File: src/rtl/integral_row_writer_pkg.sv
// Shared widths, state encoding and default frame geometry for the integral row writer.
// Also provides the window-reduction negation helper.
package integral_row_writer_pkg;

  localparam int DATA_WIDTH_8  = 8;
  localparam int DATA_WIDTH_16 = 16;
  localparam int ADDR_WIDTH    = 12;

  localparam int INTEGRAL_WIDTH_DEF      = 3;
  localparam int FRAME_CAMERA_WIDTH_DEF  = 10;
  localparam int FRAME_CAMERA_HEIGHT_DEF = 8;

  typedef logic [DATA_WIDTH_8-1:0]  pixel_t;
  typedef logic [DATA_WIDTH_16-1:0] sum_t;
  typedef logic [ADDR_WIDTH-1:0]    addr_t;

  typedef enum logic [1:0] {
    IDLE   = 2'd0,
    ACTIVE = 2'd1,
    FDONE  = 2'd2
  } state_t;

  // Two's-complement negation of a zero-extended pixel, modulo 2^16.
  function automatic sum_t negate(input pixel_t p);
    return sum_t'(16'h0 - {8'h0, p});
  endfunction

endpackage

File: src/rtl/integral_row_writer_if.sv
// Pixel-in / row-stage-out bundle between the camera front-end, the writer and the row stage.
// master = stream source / row-stage side, slave = integral_row_writer.
interface integral_row_writer_if;
  import integral_row_writer_pkg::*;

  pixel_t i_pixel;
  logic   i_pixel_valid;
  logic   i_sof;
  logic   i_row_fill;
  logic   o_ready;
  logic   o_wen;
  sum_t   o_fifo_in;
  sum_t   o_reduction_sum;
  addr_t  o_col;
  addr_t  o_row;
  logic   o_eol;
  logic   o_eof;
  logic   o_error;

  modport master (
    output i_pixel, i_pixel_valid, i_sof, i_row_fill,
    input  o_ready, o_wen, o_fifo_in, o_reduction_sum, o_col, o_row, o_eol, o_eof, o_error
  );

  modport slave (
    input  i_pixel, i_pixel_valid, i_sof, i_row_fill,
    output o_ready, o_wen, o_fifo_in, o_reduction_sum, o_col, o_row, o_eol, o_eof, o_error
  );

endinterface

File: src/rtl/integral_row_writer_pixel_window_shift.sv
// DEPTH x 8-bit pixel shift register with synchronous clear; o_oldest taps the entry
// that was shifted in DEPTH pixels ago.
module pixel_window_shift
  import integral_row_writer_pkg::*;
#(
  parameter int DEPTH = INTEGRAL_WIDTH_DEF
) (
  input  logic   clk,
  input  logic   reset,
  input  logic   i_shift,
  input  logic   i_clear,
  input  pixel_t i_pixel,
  output pixel_t o_oldest
);

  logic [DEPTH-1:0][DATA_WIDTH_8-1:0] win_q, win_d;

  always_comb begin
    win_d = win_q;
    if (i_shift) begin
      // A clear still loads the incoming pixel so it becomes column 0 of the new line.
      if (i_clear) begin
        win_d    = '0;
        win_d[0] = i_pixel;
      end else begin
        win_d = {win_q[DEPTH-2:0], i_pixel};
      end
    end
  end

  always_ff @(posedge clk or posedge reset) begin
    if (reset) win_q <= '0;
    else       win_q <= win_d;
  end

  assign o_oldest = win_q[DEPTH-1];

endmodule

File: src/rtl/integral_row_writer.sv
// Producer side of the integral row line buffer: turns the camera pixel stream into write
// strobes, line-cumulative sums and window-reduction terms, and tracks frame position.
//
// state  | meaning
// IDLE   | waiting for a pixel qualified with i_sof
// ACTIVE | inside a frame, counting columns and rows
// FDONE  | last pixel of the frame written; not ready for one cycle
module integral_row_writer
  import integral_row_writer_pkg::*;
#(
  parameter int INTEGRAL_WIDTH      = INTEGRAL_WIDTH_DEF,
  parameter int FRAME_CAMERA_WIDTH  = FRAME_CAMERA_WIDTH_DEF,
  parameter int FRAME_CAMERA_HEIGHT = FRAME_CAMERA_HEIGHT_DEF
) (
  input logic                  clk,
  input logic                  reset,
  integral_row_writer_if.slave bus
);

  localparam addr_t LAST_COL = addr_t'(FRAME_CAMERA_WIDTH - 1);
  localparam addr_t LAST_ROW = addr_t'(FRAME_CAMERA_HEIGHT - 1);
  localparam addr_t WIN_LEN  = addr_t'(INTEGRAL_WIDTH);

  state_t state_q, state_d;
  addr_t  col_cnt_q, col_cnt_d, row_cnt_q, row_cnt_d;
  logic   wen_q, wen_d, eol_q, eol_d, eof_q, eof_d, error_q, error_d;
  sum_t   fifo_in_q, fifo_in_d, red_q, red_d;
  addr_t  col_q, col_d, row_q, row_d;

  logic   ready, accept, restart, take, is_eol, is_eof;
  addr_t  pix_col, pix_row;
  pixel_t oldest;

  assign ready   = (state_q != FDONE);
  assign accept  = bus.i_pixel_valid & ready;
  assign restart = accept & bus.i_sof;
  assign take    = accept & (bus.i_sof | (state_q == ACTIVE));
  assign pix_col = restart ? '0 : col_cnt_q;
  assign pix_row = restart ? '0 : row_cnt_q;
  assign is_eol  = (pix_col == LAST_COL);
  assign is_eof  = is_eol & (pix_row == LAST_ROW);

  pixel_window_shift #(.DEPTH(INTEGRAL_WIDTH)) u_window (
    .clk      (clk),
    .reset    (reset),
    .i_shift  (take),
    .i_clear  (pix_col == '0),
    .i_pixel  (bus.i_pixel),
    .o_oldest (oldest)
  );

  always_comb begin
    state_d   = state_q;
    col_cnt_d = col_cnt_q;
    row_cnt_d = row_cnt_q;
    wen_d     = 1'b0;
    fifo_in_d = fifo_in_q;
    red_d     = red_q;
    col_d     = col_q;
    row_d     = row_q;
    eol_d     = eol_q;
    eof_d     = eof_q;
    // Row fill is only legal on the cycle right after an end-of-line write.
    error_d   = (restart & (state_q == ACTIVE)) | (bus.i_row_fill & ~(wen_q & eol_q));

    case (state_q)
      IDLE, ACTIVE: if (take) state_d = is_eof ? FDONE : ACTIVE;
      FDONE:        state_d = IDLE;
      default:      state_d = IDLE;
    endcase

    if (take) begin
      wen_d     = 1'b1;
      col_d     = pix_col;
      row_d     = pix_row;
      eol_d     = is_eol;
      eof_d     = is_eof;
      fifo_in_d = ((pix_col == '0) ? sum_t'(0) : fifo_in_q) + sum_t'(bus.i_pixel);
      red_d     = (pix_col >= WIN_LEN) ? negate(oldest) : sum_t'(0);
      col_cnt_d = is_eol ? '0 : addr_t'(pix_col + 1'b1);
      row_cnt_d = is_eof ? '0 : (is_eol ? addr_t'(pix_row + 1'b1) : pix_row);
    end
  end

  always_ff @(posedge clk or posedge reset) begin
    if (reset) begin
      state_q   <= IDLE;
      col_cnt_q <= '0;
      row_cnt_q <= '0;
      wen_q     <= 1'b0;
      fifo_in_q <= '0;
      red_q     <= '0;
      col_q     <= '0;
      row_q     <= '0;
      eol_q     <= 1'b0;
      eof_q     <= 1'b0;
      error_q   <= 1'b0;
    end else begin
      state_q   <= state_d;
      col_cnt_q <= col_cnt_d;
      row_cnt_q <= row_cnt_d;
      wen_q     <= wen_d;
      fifo_in_q <= fifo_in_d;
      red_q     <= red_d;
      col_q     <= col_d;
      row_q     <= row_d;
      eol_q     <= eol_d;
      eof_q     <= eof_d;
      error_q   <= error_d;
    end
  end

  assign bus.o_ready         = ready;
  assign bus.o_wen           = wen_q;
  assign bus.o_fifo_in       = fifo_in_q;
  assign bus.o_reduction_sum = red_q;
  assign bus.o_col           = col_q;
  assign bus.o_row           = row_q;
  assign bus.o_eol           = eol_q;
  assign bus.o_eof           = eof_q;
  assign bus.o_error         = error_q;

endmodule

File: src/flat_wrapper.sv
// flat-port wrapper written by rule: the top's interface ports become plain ports
module integral_row_writer_flat import integral_row_writer_pkg::*;
#(
  parameter int INTEGRAL_WIDTH      = INTEGRAL_WIDTH_DEF,
  parameter int FRAME_CAMERA_WIDTH  = FRAME_CAMERA_WIDTH_DEF,
  parameter int FRAME_CAMERA_HEIGHT = FRAME_CAMERA_HEIGHT_DEF
)
  (clk, reset, bus_i_pixel, bus_i_pixel_valid, bus_i_sof, bus_i_row_fill, bus_o_ready, bus_o_wen, bus_o_fifo_in, bus_o_reduction_sum, bus_o_col, bus_o_row, bus_o_eol, bus_o_eof, bus_o_error);
  integral_row_writer_if bus_i ();
  input logic clk;
  input logic reset;
  input wire logic [$bits(bus_i.i_pixel)-1:0] bus_i_pixel;
  input wire logic [$bits(bus_i.i_pixel_valid)-1:0] bus_i_pixel_valid;
  input wire logic [$bits(bus_i.i_sof)-1:0] bus_i_sof;
  input wire logic [$bits(bus_i.i_row_fill)-1:0] bus_i_row_fill;
  output wire logic [$bits(bus_i.o_ready)-1:0] bus_o_ready;
  output wire logic [$bits(bus_i.o_wen)-1:0] bus_o_wen;
  output wire logic [$bits(bus_i.o_fifo_in)-1:0] bus_o_fifo_in;
  output wire logic [$bits(bus_i.o_reduction_sum)-1:0] bus_o_reduction_sum;
  output wire logic [$bits(bus_i.o_col)-1:0] bus_o_col;
  output wire logic [$bits(bus_i.o_row)-1:0] bus_o_row;
  output wire logic [$bits(bus_i.o_eol)-1:0] bus_o_eol;
  output wire logic [$bits(bus_i.o_eof)-1:0] bus_o_eof;
  output wire logic [$bits(bus_i.o_error)-1:0] bus_o_error;
  assign bus_i.i_pixel = bus_i_pixel;
  assign bus_i.i_pixel_valid = bus_i_pixel_valid;
  assign bus_i.i_sof = bus_i_sof;
  assign bus_i.i_row_fill = bus_i_row_fill;
  assign bus_o_ready = bus_i.o_ready;
  assign bus_o_wen = bus_i.o_wen;
  assign bus_o_fifo_in = bus_i.o_fifo_in;
  assign bus_o_reduction_sum = bus_i.o_reduction_sum;
  assign bus_o_col = bus_i.o_col;
  assign bus_o_row = bus_i.o_row;
  assign bus_o_eol = bus_i.o_eol;
  assign bus_o_eof = bus_i.o_eof;
  assign bus_o_error = bus_i.o_error;
  integral_row_writer #(.INTEGRAL_WIDTH(INTEGRAL_WIDTH), .FRAME_CAMERA_WIDTH(FRAME_CAMERA_WIDTH), .FRAME_CAMERA_HEIGHT(FRAME_CAMERA_HEIGHT)) u_core (.clk(clk), .reset(reset), .bus(bus_i));
endmodule
File: config.mk
export PLATFORM = sky130hd
export DESIGN_NAME = integral_row_writer_flat
export DESIGN_NICKNAME = d
export VERILOG_FILES = /design/src/rtl/integral_row_writer_pkg.sv /design/src/rtl/integral_row_writer_if.sv /design/src/rtl/integral_row_writer_pixel_window_shift.sv /design/src/rtl/integral_row_writer.sv /design/src/flat_wrapper.sv
export SDC_FILE = /design/constraint.sdc
export NUM_CORES = 1
export LEC_CHECK = 0
export ABC_AREA = 0
export CORE_UTILIZATION = 40
export CTS_CLUSTER_SIZE = 8
export DETAILED_ROUTE_END_ITERATION = 16
export DONT_BUFFER_PORTS = 1
export GPL_TIMING_DRIVEN = 0
export PLACE_DENSITY = 0.51
export SLEW_MARGIN = 25
export SYNTH_ARGS = -nofsm -noshare
export SYNTH_HDL_FRONTEND = slang
export SYNTH_SLANG_ARGS = --single-unit
File: constraint.sdc
create_clock -name clk -period 8.5 [get_ports clk]
set_clock_uncertainty 0.2 [all_clocks]
set_input_delay 0.425 -clock clk [delete_from_list [all_inputs] [get_ports clk]]
set_output_delay 0.425 -clock clk [all_outputs]
set_load 0.03 [all_outputs]
==> qor.yml, run 1 <==
clock_tree:
  cts_sinks: 103
  cts_buffers: 9
  post_cts_resized: 0
  cts_tree: "yes"
  cts.clk_slew.worst_paths_ns: 0.07
  cts_setup_buffers: 0
  cts-htree-levels: 3
  hold_buffers: 10
  cts_root_buf: "clkbuf_16"
  cts_buffer_depth: 2
  insertion_delay_ns: 0.35
power_and_ir_drop:
  p_int_mw: 1.02
  switchingPower_mw: 0.618
  fin_total_pwr_mw: 1.64
  peakVddDrop_mv: 0.151
  p_comb_frac: 0.286
  cellLeakagePower_nw: 2.72
  p_sw_frac: 0.378
  pwr-share-seq: 0.437
  power.share.clock: 0.277
  powerDensity_nw_per_um2: 271
final_layout:
  most-common-layout-cells: "nand2_1, dfrtp_1, a21oi_1, nand3_1, o21ai_0"
  finish.utilization: 0.470
  final_common_cell: "nand2_1"
  multi_input_area_um2: 2530
  diodes: 0
  fill_cells: 1270
  final_cells: 785
  syn2layout_area_growth_pct: 12.6
  seqCellArea_um2: 2580
  drive_gt1_frac: 0.0946
  fin_nets: 635
min_path:
  holdCritPathClass: "input port to flop"
timing:
  hold_ws_ns: 0.0152
  period_needed_ns: 5.15
  finalSetupViolations: 0
  relSlewSlack: 0.598
  drv_slew: 0
  tns_ns: 0
  rsz0062_at_grt: "false"
  min_period_over_period: 0.606
  final-hold-violation-count: 0
  fmax_mhz: 194
  worst_pin_slew_ns: 0.598
placement:
  io_buffers: 0
  gp_congestion: 0.871
  dp.cells: 759
  dp_hpwl_um: 9780
synthesis:
  syn_avg_cell_area_um2: 9.13
  yosys.area.top_type_share: 0.482
  synth_fp_nets: 613
  synth_area_leaders: "dfrtp_1, nand2_1, a21oi_1"
  synth_area_um2: 5350
  yosys_most_used_dff: "dfrtp_1"
  synthCells: 586
  yosysUniqueCellTypes: 64
  synthArstFlopShare: 1.00
  ys_seq_elements: 103
  seq_area_frac_synth: 0.482
  yosys_warnings: 0
  yosys.area.top_type: "dfrtp_1"
  synth_edf_count: 0
grt:
  first_global_vias: 4295
  grt_first_pass_wirelength_um: 22600
  antenna_found_initial: 0
  grt_max_degree: 57
  track_usage: 0.205
  grt_overflow: 0
worst_setup_path:
  crit_required_ns: 8.57
  cp_max_fo: 10
  criticalPathCategory: "flop to flop"
  start_kind: "flop"
  critPathArrivalTime_ns: 5.23
  endpoint_kind: "flop"
routing:
  ant_nets: 0
  drt-total-wl_um: 13600
  vias: 4327
  drtPass1Iterations: 5
  vias_per_cell: 5.51
  drt_iter0_drc: 255
  post_drt_wl_per_cell_um: 17.4
  drc: 0
run_status:
  status: "complete, no violations"
floorplanning:
  die_h_um: 118
  start_util: 0.417
  die_w_um: 118
  rows: 41
  dieArea_um2: 13800
  io_pins: 74
  core_um2: 12800
job:
  drv_cap: 0
[area by class of cell]
cell class,count,area share
buffer,40,0.0326
clock buffer,11,0.0403
clock inverter,5,0.0135
inverter,14,0.00955
multi-input combinational,429,0.419
sequential,103,0.428
tap,172,0.0357
timing repair buffer,11,0.0212
[worst max-delay path, cell delays in order (launching register included)]
cell	delay, ns
dfrtp_1	0.41
and2b_2	0.34
inv_1	0.23
nand2_2	0.26
buf_1	0.47
nand2_1	0.19
ha_1	0.25
and3b_1	0.16
a32oi_1	0.36
clkbuf_1	0.47
and2_1	0.21
ha_1	0.22
or3_1	0.12
buf_2	0.17
a2111oi_2	0.08
or2_2	0.35
or3_1	0.39
o211ai_1	0.17
[cell families after synthesis]
family,Yosys count,synth area share
adder cells (fa/ha/maj),14,0.0341
multiplexers,7,0.0136
buffers and inverters,54,0.0465
XOR/XNOR,15,0.0245
AND/OR/NAND/NOR,273,0.247
AO/OA/AOI/OAI,120,0.153
flip-flops,103,0.482
[stage by stage]
step | cell area, um^2 | worst slack, ns
floorplan | 5350 | 4.37
global placement | 5570 | 3.41
detailed placement | 5600 | 3.34
CTS | 6020 | 3.31
global route | 6020 | 2.93
finish | 6020 | 3.35
[state kept, by name (all words and copies together), names as in the netlist]
signal                      cells
u_core.u_window.win_q          16
u_core.row_cnt_q               12
u_core.bus.o_eof                1
u_core.bus.o_reduction_sum      9
u_core.state_q                  2
u_core.bus.o_error              1
u_core.bus.o_wen                1
u_core.bus.o_fifo_in           16
u_core.bus.o_col               12
u_core.col_cnt_q               12
u_core.bus.o_row               12
u_core.bus.o_eol                1
u_core.u_window.o_oldest        8
[path summary, 6_finish.rpt]
path,to,from,depth (start not counted),slack [ns]
min in group asynchronous,u_core.bus.o_reduction_sum[7]$_DFFE_PP0P_,reset,2,0.40
max in group asynchronous,u_core.row_cnt_q[8]$_DFFE_PP0P_,reset,3,7.08
worst min-delay path,u_core.bus.o_error$_DFF_PP0_,bus_i_row_fill,1,0.02
worst max-delay path,u_core.bus.o_fifo_in[15]$_DFFE_PP0P_,u_core.state_q[0]$_DFFE_PP0P_,17,3.35
worst max register to register,u_core.bus.o_fifo_in[15]$_DFFE_PP0P_,u_core.state_q[0]$_DFFE_PP0P_,17,3.35
worst min register to register,u_core.u_window.win_q[15]$_DFFE_PP0P_,u_core.u_window.win_q[15]$_DFFE_PP0P_,2,0.27
[Yosys cell counts, types with 9 or more instances]
library cell	n
a22o_1	10
dfrtp_1	103
nand3_1	32
ha_1	13
clkbuf_1	18
nand4_1	9
inv_1	13
o21ai_0	25
nor2_1	24
buf_2	10
a21oi_1	35
nand2_1	145
and2_1	12
xnor2_1	9
o211ai_1	10
[power groups by stage]
stage	clock network [mW]	logic [mW]	registers, mW
after floorplan	0	0.372	0.704
after global placement	0	0.451	0.724
after detailed placement	0	0.462	0.727
final	0.453	0.467	0.715
after global routing	0.482	0.520	0.729
after CTS	0.461	0.468	0.718
[metal layers]
| metal | vias up | share of wire | global-route usage | wire length [um] |
|---|---|---|---|---|
| met1 | 2103 | 0.48 | 0.292 | 6580 |
| li1 | 2088 | - | - | - |
| met4 | 0 | 0.011 | 0.0641 | 150 |
| met2 | 126 | 0.44 | 0.302 | 6020 |
| met3 | 10 | 0.064 | 0.0543 | 872 |
| met5 | - | 0 | 0 | 0 |
Note: power is estimated with default switching activity, not from simulation.
==> inputs of run 2 (changes only) <==
- PLACE_DENSITY: 0.51 -> 0.53
- clock period: 8.5 -> 4.4 ns (I/O delays scaled with it)
==> run 2 against run 1 <==
  * Sequential share of layout area is 0.40 points lower
  * Routed wire length is 0.93% lower
  * Die area stayed put
  * Final cell count is 0.64% higher
  * Worst hold slack better by 0.064 ns
  * Register-to-register slack worse by 3.1 ns
  * Critical endpoint unchanged
  * Highest routed layer unchanged
==> qor.yml, run 2 (synthesis results as in run 1) <==
run_status:
  status: "complete, no violations"
final_layout:
  final_common_cell: "nand2_1"
  finish.utilization: 0.474  # +0.00439
  fill_cells: 1251  # -1.5%
  final_cells: 790  # +0.64%
  drive_gt1_frac: 0.112  # +0.0170
  most-common-layout-cells: "nand2_1, dfrtp_1, a21oi_1, nand3_1, o21ai_0"
  fin_nets: 640  # +0.79%
  syn2layout_area_growth_pct: 13.6
  diodes: 0  # unchanged
  fin_area_um2: 6080  # +0.93%
clock_tree:
  cts.clk_slew.worst_paths_ns: 0.07  # about the same
  cts-htree-levels: 3  # unchanged
  insertion_delay_ns: 0.36  # about the same
  cts_tree: "yes"
  cts_buffer_depth: 2  # unchanged
  cts_buffers: 9  # unchanged
  cts_root_buf: "clkbuf_16"
  cts_sinks: 103  # unchanged
routing:
  post_drt_wl_per_cell_um: 17.1  # -1.6%
  ant_nets: 0  # unchanged
  drt-total-wl_um: 13500  # -0.93%
  drtPass1Iterations: 5  # unchanged
  vias_per_cell: 5.52  # +0.10%
  drt_iter0_drc: 240  # -5.9%
  drc: 0  # unchanged
  vias: 4359  # +0.74%
worst_setup_path:
  worstReg2RegEnd: "u_core.bus.o_fifo_in[15]$_DFFE_PP0P_"
  reg2reg_slack_ns: 0.22  # -3.12 ns
  worstRegToRegCells: 15  # -2
  r2r_start: "u_core.state_q[0]$_DFFE_PP0P_"
  critPathMaxStageDelay_ns: 0.42  # -0.05 ns
  start_kind: "flop"
  crit_path_top_delay_cell: "dfrtp_1"
  cp_max_fo: 11  # +1
  critPathArrivalTime_ns: 4.20  # -1.03 ns
  criticalPathCategory: "flop to flop"
  cpMostUsedCell: "ha_1"
  worstPathCellList: "and2b_4, clkinvlp_4, nand2_8, nand2_1, ha_1, and3b_1, a32oi_2, buf_4, and2_1, ha_1, a211o_1, a2111oi_4, or2_4, or3_1, o211ai_1"
  crit_required_ns: 4.42  # -4.15 ns
  endpoint_kind: "flop"
floorplanning:
  io_pins: 74  # unchanged
  start_util: 0.417  # unchanged
  die_w_um: 118  # unchanged
  core_um2: 12800  # unchanged
  dieArea_um2: 13800  # unchanged
  rows: 41  # unchanged
  die_h_um: 118  # unchanged
min_path:
  hold_depth: 3  # +2
  min-delay-start: "bus_i_pixel[7]"
  holdPathEnd: "u_core.bus.o_fifo_in[7]$_DFFE_PP0P_"
  holdCritPathClass: "input port to flop"
power_and_ir_drop:
  power.share.clock: 0.251  # -0.026
  switchingPower_mw: 1.23  # +99%
  p_sw_frac: 0.396  # +0.0182
  fin_total_pwr_mw: 3.11  # +90%
  cellLeakagePower_nw: 2.75  # +0.90%
  pwr-share-seq: 0.445  # +0.008
  p_int_mw: 1.88  # +84%
  p_comb_frac: 0.305  # +0.019
  peakVddDrop_mv: 0.337  # +120%
  powerDensity_nw_per_um2: 511  # +88%
placement:
  dp_hpwl_um: 9550  # -2.3%
  dp.cells: 759  # unchanged
  dp_slack_ns: -0.644  # -3.98 ns
  placed_area_um2: 5600  # unchanged
  io_buffers: 0  # unchanged
  gp_congestion: 0.854  # -2.0%
grt:
  grt_overflow: 0  # unchanged
  grt_first_pass_wirelength_um: 22500  # -0.34%
  grt_max_degree: 69  # +21%
  track_usage: 0.203  # -0.00178
  antenna_found_initial: 0  # unchanged
  first_global_vias: 4280  # -0.35%
timing:
  finalSetupViolations: 0  # unchanged
  relSlewSlack: 0.594  # -0.00382
  worst_pin_slew_ns: 0.609  # +0.0107 ns
  setup_ws_ns: 0.225  # -3.12 ns
  tns_ns: 0  # unchanged
  fmax_mhz: 240  # +23%
  hold_ws_ns: 0.0796  # +0.0644 ns
  period_needed_ns: 4.18  # -0.979 ns
  min_period_over_period: 0.949  # +0.343
  final-hold-violation-count: 0  # unchanged
  drv_slew: 0  # unchanged
job:
  drv_cap: 0  # unchanged
run 2: how the worst max path moves through the flow:
stage          cells after the start                          start                              endpoint  slack (ns)
2_1_floorplan                     17  u_core.state_q[0]$_DFFE_PP0P_  u_core.bus.o_fifo_in[15]$_DFFE_PP0P_        0.27
3_3_place_gp                      17  u_core.state_q[0]$_DFFE_PP0P_  u_core.bus.o_fifo_in[15]$_DFFE_PP0P_       -0.61
3_5_place_dp                      17  u_core.state_q[0]$_DFFE_PP0P_  u_core.bus.o_fifo_in[15]$_DFFE_PP0P_       -0.64
4_1_cts                           16  u_core.state_q[0]$_DFFE_PP0P_  u_core.bus.o_fifo_in[14]$_DFFE_PP0P_       0.008
5_1_grt                           16  u_core.state_q[0]$_DFFE_PP0P_  u_core.bus.o_fifo_in[15]$_DFFE_PP0P_       -0.02
6_report                          15  u_core.state_q[0]$_DFFE_PP0P_  u_core.bus.o_fifo_in[15]$_DFFE_PP0P_        0.22
run 2: cell type report:
type / instances / area (um^2) / area share
flip-flops and latches: 103 / 2580 / 0.424
multi-input cells: 429 / 2570 / 0.422
clock buffers: 9 / 225 / 0.0370
well taps: 172 / 215 / 0.0354
plain buffers: 39 / 204 / 0.0335
repair buffers: 17 / 175 / 0.0288
inverters: 14 / 61.3 / 0.0101
clock inverters: 7 / 56.3 / 0.00926
run 2: layer usage:
layer / share of wire / vias up / track usage
li1: - / 2105 / -
met1: 0.44 / 2123 / 0.253
met2: 0.49 / 105 / 0.335
met3: 0.055 / 26 / 0.0630
met4: 0.021 / 0 / 0.0649
met5: 0 / - / 0
run 2: worst max-delay path, delay by kind of cell (launching register included):
family / cells / cell delay (ns)
simple gates: 7 / 1.34
compound gates: 4 / 1.06
buf+inv: 2 / 0.53
fa+ha+maj: 2 / 0.49
flops: 1 / 0.42
run 2: power by group through the flow:
stage | Sequential, mW | Combinational [mW] | Clock (mW)
3_5_place_dp | 1.40 | 0.889 | 0
5_1_grt | 1.40 | 1.06 | 0.839
4_1_cts | 1.39 | 0.913 | 0.800
3_3_place_gp | 1.40 | 0.871 | 0
6_report | 1.38 | 0.947 | 0.778
2_1_floorplan | 1.36 | 0.719 | 0
run 2: what timing repair did:
| item | 4_1_cts | 5_1_grt |
|---|---|---|
| endpoints found under the hold margin | 115 | 0 |
| pin swaps | 0 | 3 |
| hold buffers | 11 | 0 |
| endpoints found under the setup margin | 13 | 9 |
| buffers inserted | 0 | 5 |
| resized for setup | 7 | 10 |
